===== config.mk =====
export PLATFORM = sky130hd
export DESIGN_NAME = instr_fetch_flat
export DESIGN_NICKNAME = d
export VERILOG_FILES = /design/src/rtl/instr_fetch_if.sv /design/src/rtl/instr_fetch.sv /design/src/flat_wrapper.sv
export SDC_FILE = /design/constraint.sdc
export NUM_CORES = 1
export LEC_CHECK = 0
export CAP_MARGIN = 20
export CORE_MARGIN = 3
export CORE_UTILIZATION = 37
export DETAILED_ROUTE_END_ITERATION = 10
export GPL_TIMING_DRIVEN = 0
export HOLD_SLACK_MARGIN = 0.15
export PLACE_DENSITY_LB_ADDON = 0.1
export RECOVER_POWER = 25
export SKIP_LAST_GASP = 1
export SLEW_MARGIN = 20
export SYNTH_ARGS = -nofsm -noshare
export SYNTH_HDL_FRONTEND = slang
export SYNTH_SLANG_ARGS = --single-unit
export TNS_END_PERCENT = 50

===== constraint.sdc =====
create_clock -name clk -period 2.2 [get_ports clk]
set_clock_uncertainty 0.15 [all_clocks]
set_input_delay 0.66 -clock clk [delete_from_list [all_inputs] [get_ports clk]]
set_output_delay 0.66 -clock clk [all_outputs]
set_load 0.05 [all_outputs]

===== src/rtl/instr_fetch_if.sv =====
// rtl/instr_fetch_if.sv - instruction memory read port between fetch stage and imem
interface instr_fetch_if;
    logic        imem_req;
    logic [31:0] imem_addr;
    logic        imem_rvalid;
    logic [31:0] imem_rdata;

    modport master (
        output imem_req,
        output imem_addr,
        input  imem_rvalid,
        input  imem_rdata
    );

    modport slave (
        input  imem_req,
        input  imem_addr,
        output imem_rvalid,
        output imem_rdata
    );
endinterface


===== src/rtl/instr_fetch.sv =====
// rtl/instr_fetch.sv - single-outstanding instruction fetch stage with stall and redirect
module instr_fetch #(
    parameter logic [31:0] RESET_PC = 32'h0000_0000
) (
    input  logic               clk,
    input  logic               rst_n,
    input  logic               stall,
    input  logic               redirect,
    input  logic [31:0]        redirect_pc,
    instr_fetch_if.master      imem,
    output logic               instr_valid,
    output logic [31:0]        instr,
    output logic [31:0]        pc_out,
    output logic [6:0]         opcode,
    output logic [4:0]         rd,
    output logic [2:0]         funct3,
    output logic [4:0]         rs1,
    output logic [4:0]         rs2,
    output logic [6:0]         funct7,
    output logic [11:0]        csr
);

    typedef enum logic [1:0] {
        ST_RST   = 2'd0,
        ST_FETCH = 2'd1,
        ST_WAIT  = 2'd2
    } state_t;

    state_t      state;
    state_t      state_next;
    logic [31:0] pc;
    logic        drop;
    logic        req;
    logic [31:0] redirect_aligned;
    logic        in_wait;
    logic        capture;

    assign redirect_aligned = redirect_pc & ~32'h3;
    assign in_wait          = (state == ST_WAIT);
    assign capture          = in_wait && imem.imem_rvalid && !drop && !redirect;

    always_ff @(posedge clk) begin
        if (!rst_n) begin
            state <= ST_RST;
        end else begin
            state <= state_next;
        end
    end

    always_comb begin
        state_next = state;
        case (state)
            ST_RST:   state_next = ST_FETCH;
            ST_FETCH: state_next = req ? ST_WAIT : ST_FETCH;
            // Any response (captured, stale or racing a redirect) closes the outstanding read
            ST_WAIT:  state_next = imem.imem_rvalid ? ST_FETCH : ST_WAIT;
            default:  state_next = ST_RST;
        endcase
    end

    always_comb begin
        req = 1'b0;
        if (state == ST_FETCH) begin
            req = !redirect && !(instr_valid && stall);
        end
    end

    assign imem.imem_req  = req;
    assign imem.imem_addr = pc;

    always_ff @(posedge clk) begin
        if (!rst_n) begin
            pc          <= RESET_PC;
            drop        <= 1'b0;
            instr_valid <= 1'b0;
            instr       <= 32'h0;
            pc_out      <= 32'h0;
        end else if (redirect) begin
            pc          <= redirect_aligned;
            instr_valid <= 1'b0;
            instr       <= 32'h0;
            // A redirect while a read is still in flight must swallow that read's response
            if (in_wait) begin
                drop <= !imem.imem_rvalid;
            end
        end else if (capture) begin
            instr       <= imem.imem_rdata;
            pc_out      <= pc;
            instr_valid <= 1'b1;
            pc          <= pc + 32'd4;
        end else begin
            if (in_wait && imem.imem_rvalid && drop) begin
                drop <= 1'b0;
            end
            if (instr_valid && !stall) begin
                instr_valid <= 1'b0;
            end
        end
    end

    assign opcode = instr[6:0];
    assign rd     = instr[11:7];
    assign funct3 = instr[14:12];
    assign rs1    = instr[19:15];
    assign rs2    = instr[24:20];
    assign funct7 = instr[31:25];
    assign csr    = instr[31:20];

endmodule


===== src/flat_wrapper.sv =====
// flat-port wrapper written by rule: the top's interface ports become plain ports
module instr_fetch_flat 
#(
    parameter logic [31:0] RESET_PC = 32'h0000_0000
)
  (clk, rst_n, stall, redirect, redirect_pc, instr_valid, instr, pc_out, opcode, rd, funct3, rs1, rs2, funct7, csr, imem_imem_req, imem_imem_addr, imem_imem_rvalid, imem_imem_rdata);
  instr_fetch_if imem_i ();
  input  logic clk;
  input  logic rst_n;
  input  logic stall;
  input  logic redirect;
  input  logic [31:0] redirect_pc;
  output logic instr_valid;
  output logic [31:0] instr;
  output logic [31:0] pc_out;
  output logic [6:0] opcode;
  output logic [4:0] rd;
  output logic [2:0] funct3;
  output logic [4:0] rs1;
  output logic [4:0] rs2;
  output logic [6:0] funct7;
  output logic [11:0] csr;
  output wire logic [$bits(imem_i.imem_req)-1:0] imem_imem_req;
  output wire logic [$bits(imem_i.imem_addr)-1:0] imem_imem_addr;
  input wire logic [$bits(imem_i.imem_rvalid)-1:0] imem_imem_rvalid;
  input wire logic [$bits(imem_i.imem_rdata)-1:0] imem_imem_rdata;
  assign imem_imem_req = imem_i.imem_req;
  assign imem_imem_addr = imem_i.imem_addr;
  assign imem_i.imem_rvalid = imem_imem_rvalid;
  assign imem_i.imem_rdata = imem_imem_rdata;
  instr_fetch #(.RESET_PC(RESET_PC)) u_core (.clk(clk), .rst_n(rst_n), .stall(stall), .redirect(redirect), .redirect_pc(redirect_pc), .imem(imem_i), .instr_valid(instr_valid), .instr(instr), .pc_out(pc_out), .opcode(opcode), .rd(rd), .funct3(funct3), .rs1(rs1), .rs2(rs2), .funct7(funct7), .csr(csr));
endmodule

==> run summary, run 1 <==
status: finished, violations left
failing checks: negative setup slack
Critical Path Sink: pc_out[23]
via count: 4825
worst path cell trace: clkdlybuf4s50_1
Clock power frac: 37.0%
Die W: 116 um
max incr delay on CP: 800 ps
fillers: 1091
Synth Area per Inst: 7.92 um^2
power share of the combinational group: 15.2%
DP Area: 6690 um^2
Slowest-stage cell, CP: clkdlybuf4s50_1
CTS clk-pin slew, worst paths: 70 ps
ANT cells: 0
CP delay by family, top: buffers and inverters
I/O pins: 211
Setup TNS: -543 ps
CP max FO: 2
Synth cell types: 52
WP depth: 1
top-count cell post-synth: nand2_1
gp weighted congestion: 0.809
post-synthesis register bit count: 96
final setup fails: 9
final net count: 855
RSZ-0062 raised after global routing: yes
Post-Syn Area: 4450 um^2
Non-Filler Instances: 932
crit path DAT: 1480 ps
Synth top area share: 43.2%
Yosys warnings: 0
CP startpoint kind: register
Syn-to-layout area delta: 54.7%
Reg2Reg Launch Point: u_core.imem.imem_addr[2]
Final WS setup: -85.3 ps
worst skew pair latency: 340 ps
Final Hold Fails: 0
max_slew headroom: 56.2%
Seq pwr share: 47.8%
CTS HTree Levels: 3
CTS root buf: clkbuf_16
TritonCTS Buffers: 9
Tmin final: 2290 ps
Hold/Removal Path Class: register to register
VDD IR max: 0.000325 V
dominant synthesized flop cell: dfxtp_1
Area contributors post-synth: dfxtp_1, nand2_1, a21oi_1, buf_4, o21ai_0
Cells after DPL: 910
Highest Clock Rate: 438 MHz
cells on worst reg2reg path: 6
CP Class: register to primary output
Starting Density: 38.5%
drt first pass iters: 4
drt via density: 5.18
switching share of power: 27.8%
Post-synth EDFFs: 0
largest net degree at the start of global routing: 16
most frequent cells after synthesis: nand2_1, dfxtp_1, a21oi_1
Net Sw Power: 1.09 mW
DPL Wire Length: 11.5 mm
CTS tree: done
LEAKAGE: 3.23 nW
vias in the first global route: 4595
reg2reg end: u_core.imem.imem_addr[16]
area of the core: 11600 um^2
PwrDens: 568 nW/um^2
CP required: 1390 ps
Tot GR Track Use: 21.8%
worst reg-to-reg setup slack: 30 ps
Avg WL per Cell: 16.3 um
CTS sink cnt: 96
Syn Inst Count: 562
fraction of layout cells with a size suffix above 1: 14.3%
Critical Path Start: u_core.pc_out[23]
fin area: 6880 um^2
Worst Setup End Kind: primary output
global-route wire length before repair: 23.2 mm
total gr overflow: 0
Synth async-reset ratio: 0%
Final period util: 104%
initial antenna violation count: 0
worst min-delay path startpoint: u_core.pc_out[13]
Routed Antenna Nets: 0
Iter 0 DRT Violations: 233
Port Buffers: 202
FP Rows: 39
CP Buf/Inv Count: 1
largest area contributor in the synthesized netlist: dfxtp_1
Post-Route WL: 15.2 mm
fin. max-slew vios: 0
Int Pwr: 2.82 mW
MaxCap Viol Count: 0
drt drc: 0
die height: 116 um
clock buffer depth: 2
Worst-Margin Slew: 661 ps
die area: 13400 um^2
sequential-to-total area share from yosys stat: 43.2%
==> cells by family after synthesis <==
kind of cell | count (synthesis) | synth area share, %
XOR/XNOR | 11 | 2.16
multiplexers | 1 | 0.225
AO/OA/AOI/OAI | 131 | 17.0
adder cells (fa/ha/maj) | 1 | 0.281
AND/OR/NAND/NOR | 233 | 25.0
flip-flops | 96 | 43.2
buffers and inverters | 88 | 12.1
other | 1 | 0.0843
==> sequential cells by signal, indices dropped and copies added, names as in the netlist <==
register               flops
u_core.pc_out             30
u_core.state               2
u_core.imem.imem_addr     30
u_core.instr              32
u_core.drop                1
u_core.instr_valid         1
==> stage by stage <==
step	utilization [%]	power, mW	hold slack, ps	setup WS, ps
4_1_cts	60.4	3.95	307	-209
3_5_place_dp	57.8	2.51	299	-1050
2_1_floorplan	-	2.23	355	-10.0
5_1_grt	59.5	4.07	333	-113
6_report	59.5	3.91	306	-85.3
3_3_place_gp	57.8	2.50	293	-972
==> final cells by class <==
cell class              count  area, um^2  share of cell area [%]
inverters                   4        17.5                   0.254
repair buffers            209        1890                    27.5
clock inverters             4        31.3                   0.454
flip-flops and latches     96        1940                    28.2
clock buffers              11         243                    3.53
multi-input cells         381        2040                    29.6
plain buffers              84         544                    7.91
well taps                 143         179                    2.60
==> per-layer routing <==
layer  track usage (%)  up-vias  share of wire, %
met2              38.3      194                48
met4              7.81        0               2.0
met3              4.23       20               7.7
met1              26.5     2252                42
met5                 0        -                 0
li1                  -     2359                 -
==> how the worst min path moves through the flow <==
| stage | endpoint | slack [ps] | cells past startpoint |
|---|---|---|---|
| 6_report | u_core.pc_out[13] | 310 | 2 |
| 3_5_place_dp | u_core.pc_out[25] | 300 | 2 |
| 3_3_place_gp | u_core.pc_out[21] | 290 | 2 |
| 2_1_floorplan | u_core.drop | 360 | 2 |
| 5_1_grt | u_core.pc_out[8] | 330 | 2 |
| 4_1_cts | u_core.pc_out[20] | 310 | 2 |
==> power by group through the flow <==
stage | combinational, mW | sequential (mW) | clock, mW
floorplan | 0.196 | 2.03 | 0
global placement | 0.599 | 1.90 | 0
detailed placement | 0.604 | 1.91 | 0
CTS | 0.595 | 1.87 | 1.48
global route | 0.632 | 1.88 | 1.56
finish | 0.596 | 1.87 | 1.45
==> placed cells by master, fill, tap and decap left out, drive strengths merged, types with 2 or more instances in the layout <==
cell type / Yosys / final
nand2: 141 / 141
xnor2: 6 / 6
nor3b: 2 / 2
nor2: 14 / 14
nor2b: 2 / 2
nand4: 12 / 12
o311a: 2 / 2
o21ai: 22 / 22
and3: 2 / 2
clkinvlp: 0 / 3
nor3: 12 / 12
clkdlybuf4s50: 1 / 70
o31ai: 4 / 4
o21a: 3 / 3
inv: 4 / 4
dlygate4sd2: 0 / 60
or4: 6 / 6
nand3: 12 / 12
dfxtp: 96 / 96
conb: 1 / 4
or3: 7 / 7
clkdlybuf4s15: 0 / 7
o311ai: 2 / 2
nand2b: 2 / 2
a311oi: 4 / 4
xor2: 5 / 5
a31oi: 8 / 8
nor4: 5 / 5
o211ai: 2 / 2
a211oi: 4 / 4
and4: 10 / 10
buf: 54 / 62
dlymetal6s2s: 0 / 33
clkbuf: 29 / 72
a21oi: 74 / 74
==> repair_timing <==
| action | 4_1_cts | 5_1_grt |
|---|---|---|
| resized for setup | 105 | 75 |
| setup buffers | 3 | 4 |
| pin swaps | 4 | 1 |
| hold buffers | 0 | 0 |
| setup endpoints to repair | 229 | 136 |
No activity file was read; power rests on OpenSTA's default activity.
==> run 2: changes to the inputs <==
--- a/config.mk
+++ b/config.mk
@@ -7,8 +7,9 @@
 export LEC_CHECK = 0
 export CAP_MARGIN = 20
 export CORE_MARGIN = 3
-export CORE_UTILIZATION = 37
+export CORE_UTILIZATION = 57
 export DETAILED_ROUTE_END_ITERATION = 10
+export DONT_BUFFER_PORTS = 1
 export GPL_TIMING_DRIVEN = 0
 export HOLD_SLACK_MARGIN = 0.15
 export PLACE_DENSITY_LB_ADDON = 0.1
==> run 2 against run 1 <==
The run still ends with negative setup slack left. Global-route usage increased by 5.5 points. Power decreased by 7.8%. First-iteration DRC count rose by 2.1%. Core utilization up 7.8 points. Highest routed layer unchanged.
==> run summary, run 2 (synthesis results as in run 1) <==
drt via density: 6.02 (+16%)
Routed Antenna Nets: 0 (unchanged)
clock buffer depth: 2 (unchanged)
Hold/Removal Path Class: primary input to register
area of the core: 7410 um^2 (-36%)
dpl ws: -404 ps (+643 ps)
Seq pwr share: 56.2% (+8.4 points)
largest net degree at the start of global routing: 19 (+3)
initial antenna violation count: 0 (unchanged)
fraction of layout cells with a size suffix above 1: 21.0% (+6.7 points)
worst min-delay path startpoint: imem_imem_rdata[29]
Final Hold Fails: 0 (unchanged)
Syn-to-layout area delta: 12.1%
CTS tree: done
Reg2Reg Launch Point: u_core.imem.imem_addr[3]
die area: 8900 um^2 (-33%)
gp weighted congestion: 0.866 (+7.1%)
CP required: 1390 ps (about the same)
CP max FO: 7 (+5)
Port Buffers: 0 (-100%)
total gr overflow: 0 (unchanged)
FP Rows: 31 (-21%)
LEAKAGE: 1.70 nW (-47%)
drt first pass iters: 5 (+1)
Critical Path Start: redirect
vias in the first global route: 3794 (-17%)
VDD IR max: 0.000402 V (+24%)
most common cell after layout, fill and taps aside: nand2_1
final setup fails: 1 (-8)
Net Sw Power: 1.07 mW (-1.7%)
max reg flops: 32 (unchanged)
Top reg by flops: u_core.instr
Worst Setup End Kind: primary output
switching share of power: 29.6% (+1.8 points)
global-route wire length before repair: 19.1 mm (-18%)
CTS clk-pin slew, worst paths: 110 ps (+40 ps)
most frequent cells in the layout: nand2_1, a21oi_1, dfxtp_1, buf_4, o21ai_0
Starting Density: 60.1% (+22 points)
Final WS setup: -21.3 ps (+64.0 ps)
CTS HTree Levels: 3 (unchanged)
worst skew pair latency: 360 ps (+20 ps)
drt drc: 0 (unchanged)
CTS sink cnt: 96 (unchanged)
Tot GR Track Use: 27.3% (+5.5 points)
max_slew headroom: 50.1% (-6.0 points)
Iter 0 DRT Violations: 238 (+2.1%)
Final period util: 101% (-2.9 points)
RSZ-0062 raised after global routing: yes
Die W: 94.4 um (-18%)
power share of the combinational group: 7.0% (-8.2 points)
Clock power frac: 36.9% (about the same)
PwrDens: 723 nW/um^2 (+27%)
ANT cells: 0 (unchanged)
die height: 94.4 um (-18%)
failing checks: negative setup slack
final net count: 650 (-24%)
DPL Wire Length: 9.27 mm (-19%)
TritonCTS Buffers: 9 (unchanged)
via count: 4121 (-15%)
Core Util, Final: 67.4% (+7.8 points)
CTS root buf: clkbuf_8
MaxCap Viol Count: 0 (unchanged)
CP startpoint kind: primary input
I/O pins: 211 (unchanged)
Post-Route WL: 12.8 mm (-16%)
fin. max-slew vios: 0 (unchanged)
crit path DAT: 1410 ps (-70 ps)
status: finished, violations left
Int Pwr: 2.54 mW (-10%)
CP Class: primary input to primary output
Worst-Margin Slew: 747 ps (+86.4 ps)
Highest Clock Rate: 450 MHz (+2.9%)
Tmin final: 2220 ps (-64.0 ps)
Avg WL per Cell: 18.7 um (+15%)
## run 2: path summary, 6_finish.rpt
kind	end	slack, ps	depth (start not counted)
setup / recovery	imem_imem_req	-20	4
hold / removal	u_core.instr[29]	270	2
setup reg to reg	u_core.imem.imem_addr[24]	30	5
hold reg to reg	u_core.pc_out[13]	440	2
## run 2: timing repair
item	4_1_cts	5_1_grt
pin swaps	0	3
hold buffers	0	0
endpoints found under the setup margin	55	103
buffers inserted	1	4
cloned	0	0
resized for setup	30	22
## run 2: power groups by stage
stage,registers [mW],logic (mW),clock network [mW]
after global placement,2.06,0.233,0
after global routing,2.03,0.275,1.41
after floorplan,2.03,0.196,0
after detailed placement,2.06,0.239,0
after CTS,2.02,0.246,1.35
final,2.03,0.251,1.33
## run 2: stage by stage
stage	instance area, um^2	hold WS (ps)	instances	setup TNS (ps)	power [mW]
2_1_floorplan	4490	355	565	-10.0	2.23
3_3_place_gp	4610	378	664	-12980	2.29
3_5_place_dp	4610	393	664	-15070	2.30
4_1_cts	4920	252	681	-106	3.62
5_1_grt	4990	248	684	-579	3.72
6_report	4990	269	684	-21.3	3.61
## run 2: routing by layer
metal | GRT usage (%) | up-vias | wire length [um]
met3 | 7.65 | 23 | 1210
met2 | 48.5 | 197 | 6520
met4 | 11.1 | 0 | 235
met5 | 0 | - | 0
met1 | 30.7 | 1961 | 4800
li1 | - | 1940 | -
## run 2: final cells by class
class	count	area, um^2
timing repair buffer	5	37.5
clock inverter	7	111
fill	649	2420
multi-input combinational	381	2060
tap	99	124
sequential	96	1980
clock buffer	9	124
buffer	83	536
inverter	4	15.0
## run 2: critical path, stage by stage
cell      delay [ps]
clkbuf_4         160
inv_2             70
and3_4           180
nor2b_4          350
==> run 3: changes to the inputs <==
--- a/config.mk
+++ b/config.mk
@@ -14,7 +14,6 @@
 export HOLD_SLACK_MARGIN = 0.15
 export PLACE_DENSITY_LB_ADDON = 0.1
 export RECOVER_POWER = 25
-export SKIP_LAST_GASP = 1
 export SLEW_MARGIN = 20
 export SYNTH_ARGS = -nofsm -noshare
 export SYNTH_HDL_FRONTEND = slang
==> run 3 against run 2 <==
Core utilization increased by 0.46 points. Final cell count unchanged. Critical endpoint unchanged. Critical path type unchanged. Global-route usage is the same. Register-to-register slack hardly changed. The run still ends with negative setup slack left.
==> run summary, run 3 (synthesis results as in run 1) <==
drt drc: 0 (unchanged)
status: finished, violations left
CTS tree: done
CTS HTree Levels: 3 (unchanged)
CTS clk-pin slew, worst paths: 110 ps (about the same)
PwrDens: 717 nW/um^2 (-0.81%)
I/O pins: 211 (unchanged)
max_slew headroom: 50.4% (+0.26 points)
Worst-Margin Slew: 743 ps (-3.92 ps)
Highest Clock Rate: 451 MHz (+0.14%)
gp weighted congestion: 0.866 (unchanged)
Final WS setup: -18.2 ps (+3.16 ps)
die area: 8900 um^2 (unchanged)
initial antenna violation count: 0 (unchanged)
via count: 4114 (-0.17%)
CP required: 1390 ps (about the same)
max reg flops: 32 (unchanged)
cells on worst reg2reg path: 4 (-1)
final net count: 650 (unchanged)
total gr overflow: 0 (unchanged)
fraction of layout cells with a size suffix above 1: 24.3% (+3.2 points)
drt via density: 6.01 (-0.17%)
Die W: 94.4 um (unchanged)
crit path DAT: 1410 ps (about the same)
Avg WL per Cell: 18.6 um (-0.22%)
failing checks: negative setup slack
fillers: 642 (-1.1%)
most common cell after layout, fill and taps aside: nand2_1
Syn-to-layout area delta: 12.9%
FP Rows: 31 (unchanged)
Routed Antenna Nets: 0 (unchanged)
drt first pass iters: 5 (unchanged)
dpl ws: -404 ps (unchanged)
Multi-input gate area: 2060 um^2 (unchanged)
Worst Setup End Kind: primary output
DPL Wire Length: 9.27 mm (unchanged)
Tot GR Track Use: 27.3% (unchanged)
RSZ-0062 raised after global routing: yes
worst min-delay path startpoint: imem_imem_rdata[29]
global-route wire length before repair: 19.1 mm (unchanged)
reg2reg end: u_core.imem.imem_addr[24]
Post-Route WL: 12.7 mm (-0.22%)
fin. max-slew vios: 0 (unchanged)
Final period util: 101% (-0.14 points)
Starting Density: 60.1% (unchanged)
VDD IR max: 0.000398 V (-0.86%)
CP max FO: 7 (unchanged)
die height: 94.4 um (unchanged)
Setup TNS: -18.2 ps (+3.16 ps)
worst reg-to-reg setup slack: 40 ps (about the same)
Port Buffers: 0 (unchanged)
Tmin final: 2220 ps (-3.16 ps)
Reg2Reg Launch Point: u_core.imem.imem_addr[7]
Worst Hold Depth: 2 (unchanged)
CP startpoint kind: primary input
Top reg by flops: u_core.instr
Iter 0 DRT Violations: 233 (-2.1%)
final setup fails: 1 (unchanged)
CP Class: primary input to primary output
ANT cells: 0 (unchanged)
most frequent cells in the layout: nand2_1, a21oi_1, dfxtp_1, buf_4, dfxtp_2
MaxCap Viol Count: 0 (unchanged)
Hold/Removal Path Class: primary input to register
area of the core: 7410 um^2 (unchanged)
Sequential Area: 2010 um^2 (+1.6%)
worst skew pair latency: 360 ps (about the same)
LEAKAGE: 1.71 nW (+0.63%)
clock buffer depth: 2 (unchanged)
vias in the first global route: 3794 (unchanged)
WHS Endpoint: u_core.instr[29]
CTS sink cnt: 96 (unchanged)
TritonCTS Buffers: 9 (unchanged)
CTS root buf: clkbuf_8
largest net degree at the start of global routing: 19 (unchanged)
hold-fix buffer count after cts: 0 (unchanged)
Final Hold Fails: 0 (unchanged)
run 3: area by class of cell:
type                       count  area share, %
buffer                        83           10.7
clock buffer                   9           2.47
clock inverter                 7           2.22
inverter                       4          0.349
multi-input combinational    381           41.0
sequential                    96           40.0
tap                           99           2.47
timing repair buffer           5          0.747
run 3: report_power, final:
| group | total [mW] | switching, mW | internal (mW) |
|---|---|---|---|
| Sequential | 2.02 | 0.243 | 1.78 |
| Clock | 1.33 | 0.662 | 0.664 |
| Combinational | 0.251 | 0.160 | 0.0914 |
| Total | 3.60 | 1.06 | 2.54 |
run 3: worst max-delay path by stage:
stage                  startpoint               to  slack [ps]
6_report                 redirect    imem_imem_req         -20
5_1_grt        u_core.instr_valid    imem_imem_req         -60
4_1_cts        u_core.instr_valid    imem_imem_req         -30
3_5_place_dp     imem_imem_rvalid  u_core.instr[6]        -400
3_3_place_gp     imem_imem_rvalid  u_core.instr[1]        -340
2_1_floorplan            redirect    imem_imem_req         -10
run 3: repair_timing:
action,CTS,global route
pin swaps,0,3
buffers inserted,1,4
resized for setup,34,38
endpoints found under the setup margin,55,95
run 3: stage by stage:
stage	util, %	instances	total power [mW]	hold WS, ps	cell area [um^2]
finish	67.8	684	3.60	261	5020
global route	67.8	684	3.72	242	5020
CTS	66.6	681	3.62	252	4930
detailed placement	62.2	664	2.30	393	4610
global placement	62.2	664	2.29	378	4610
floorplan	-	565	2.23	355	4490
run 3: critical path, stage by stage:
cell,delay [ps]
clkbuf_4,160
inv_4,60
and3_4,170
nor2b_4,340
run 3: routing by layer:
layer	share of wire, %	up-vias	track usage (%)
li1	-	1936	-
met1	37	1947	30.7
met2	51	205	48.5
met3	9.8	26	7.65
met4	2.3	0	11.1
met5	0	-	0
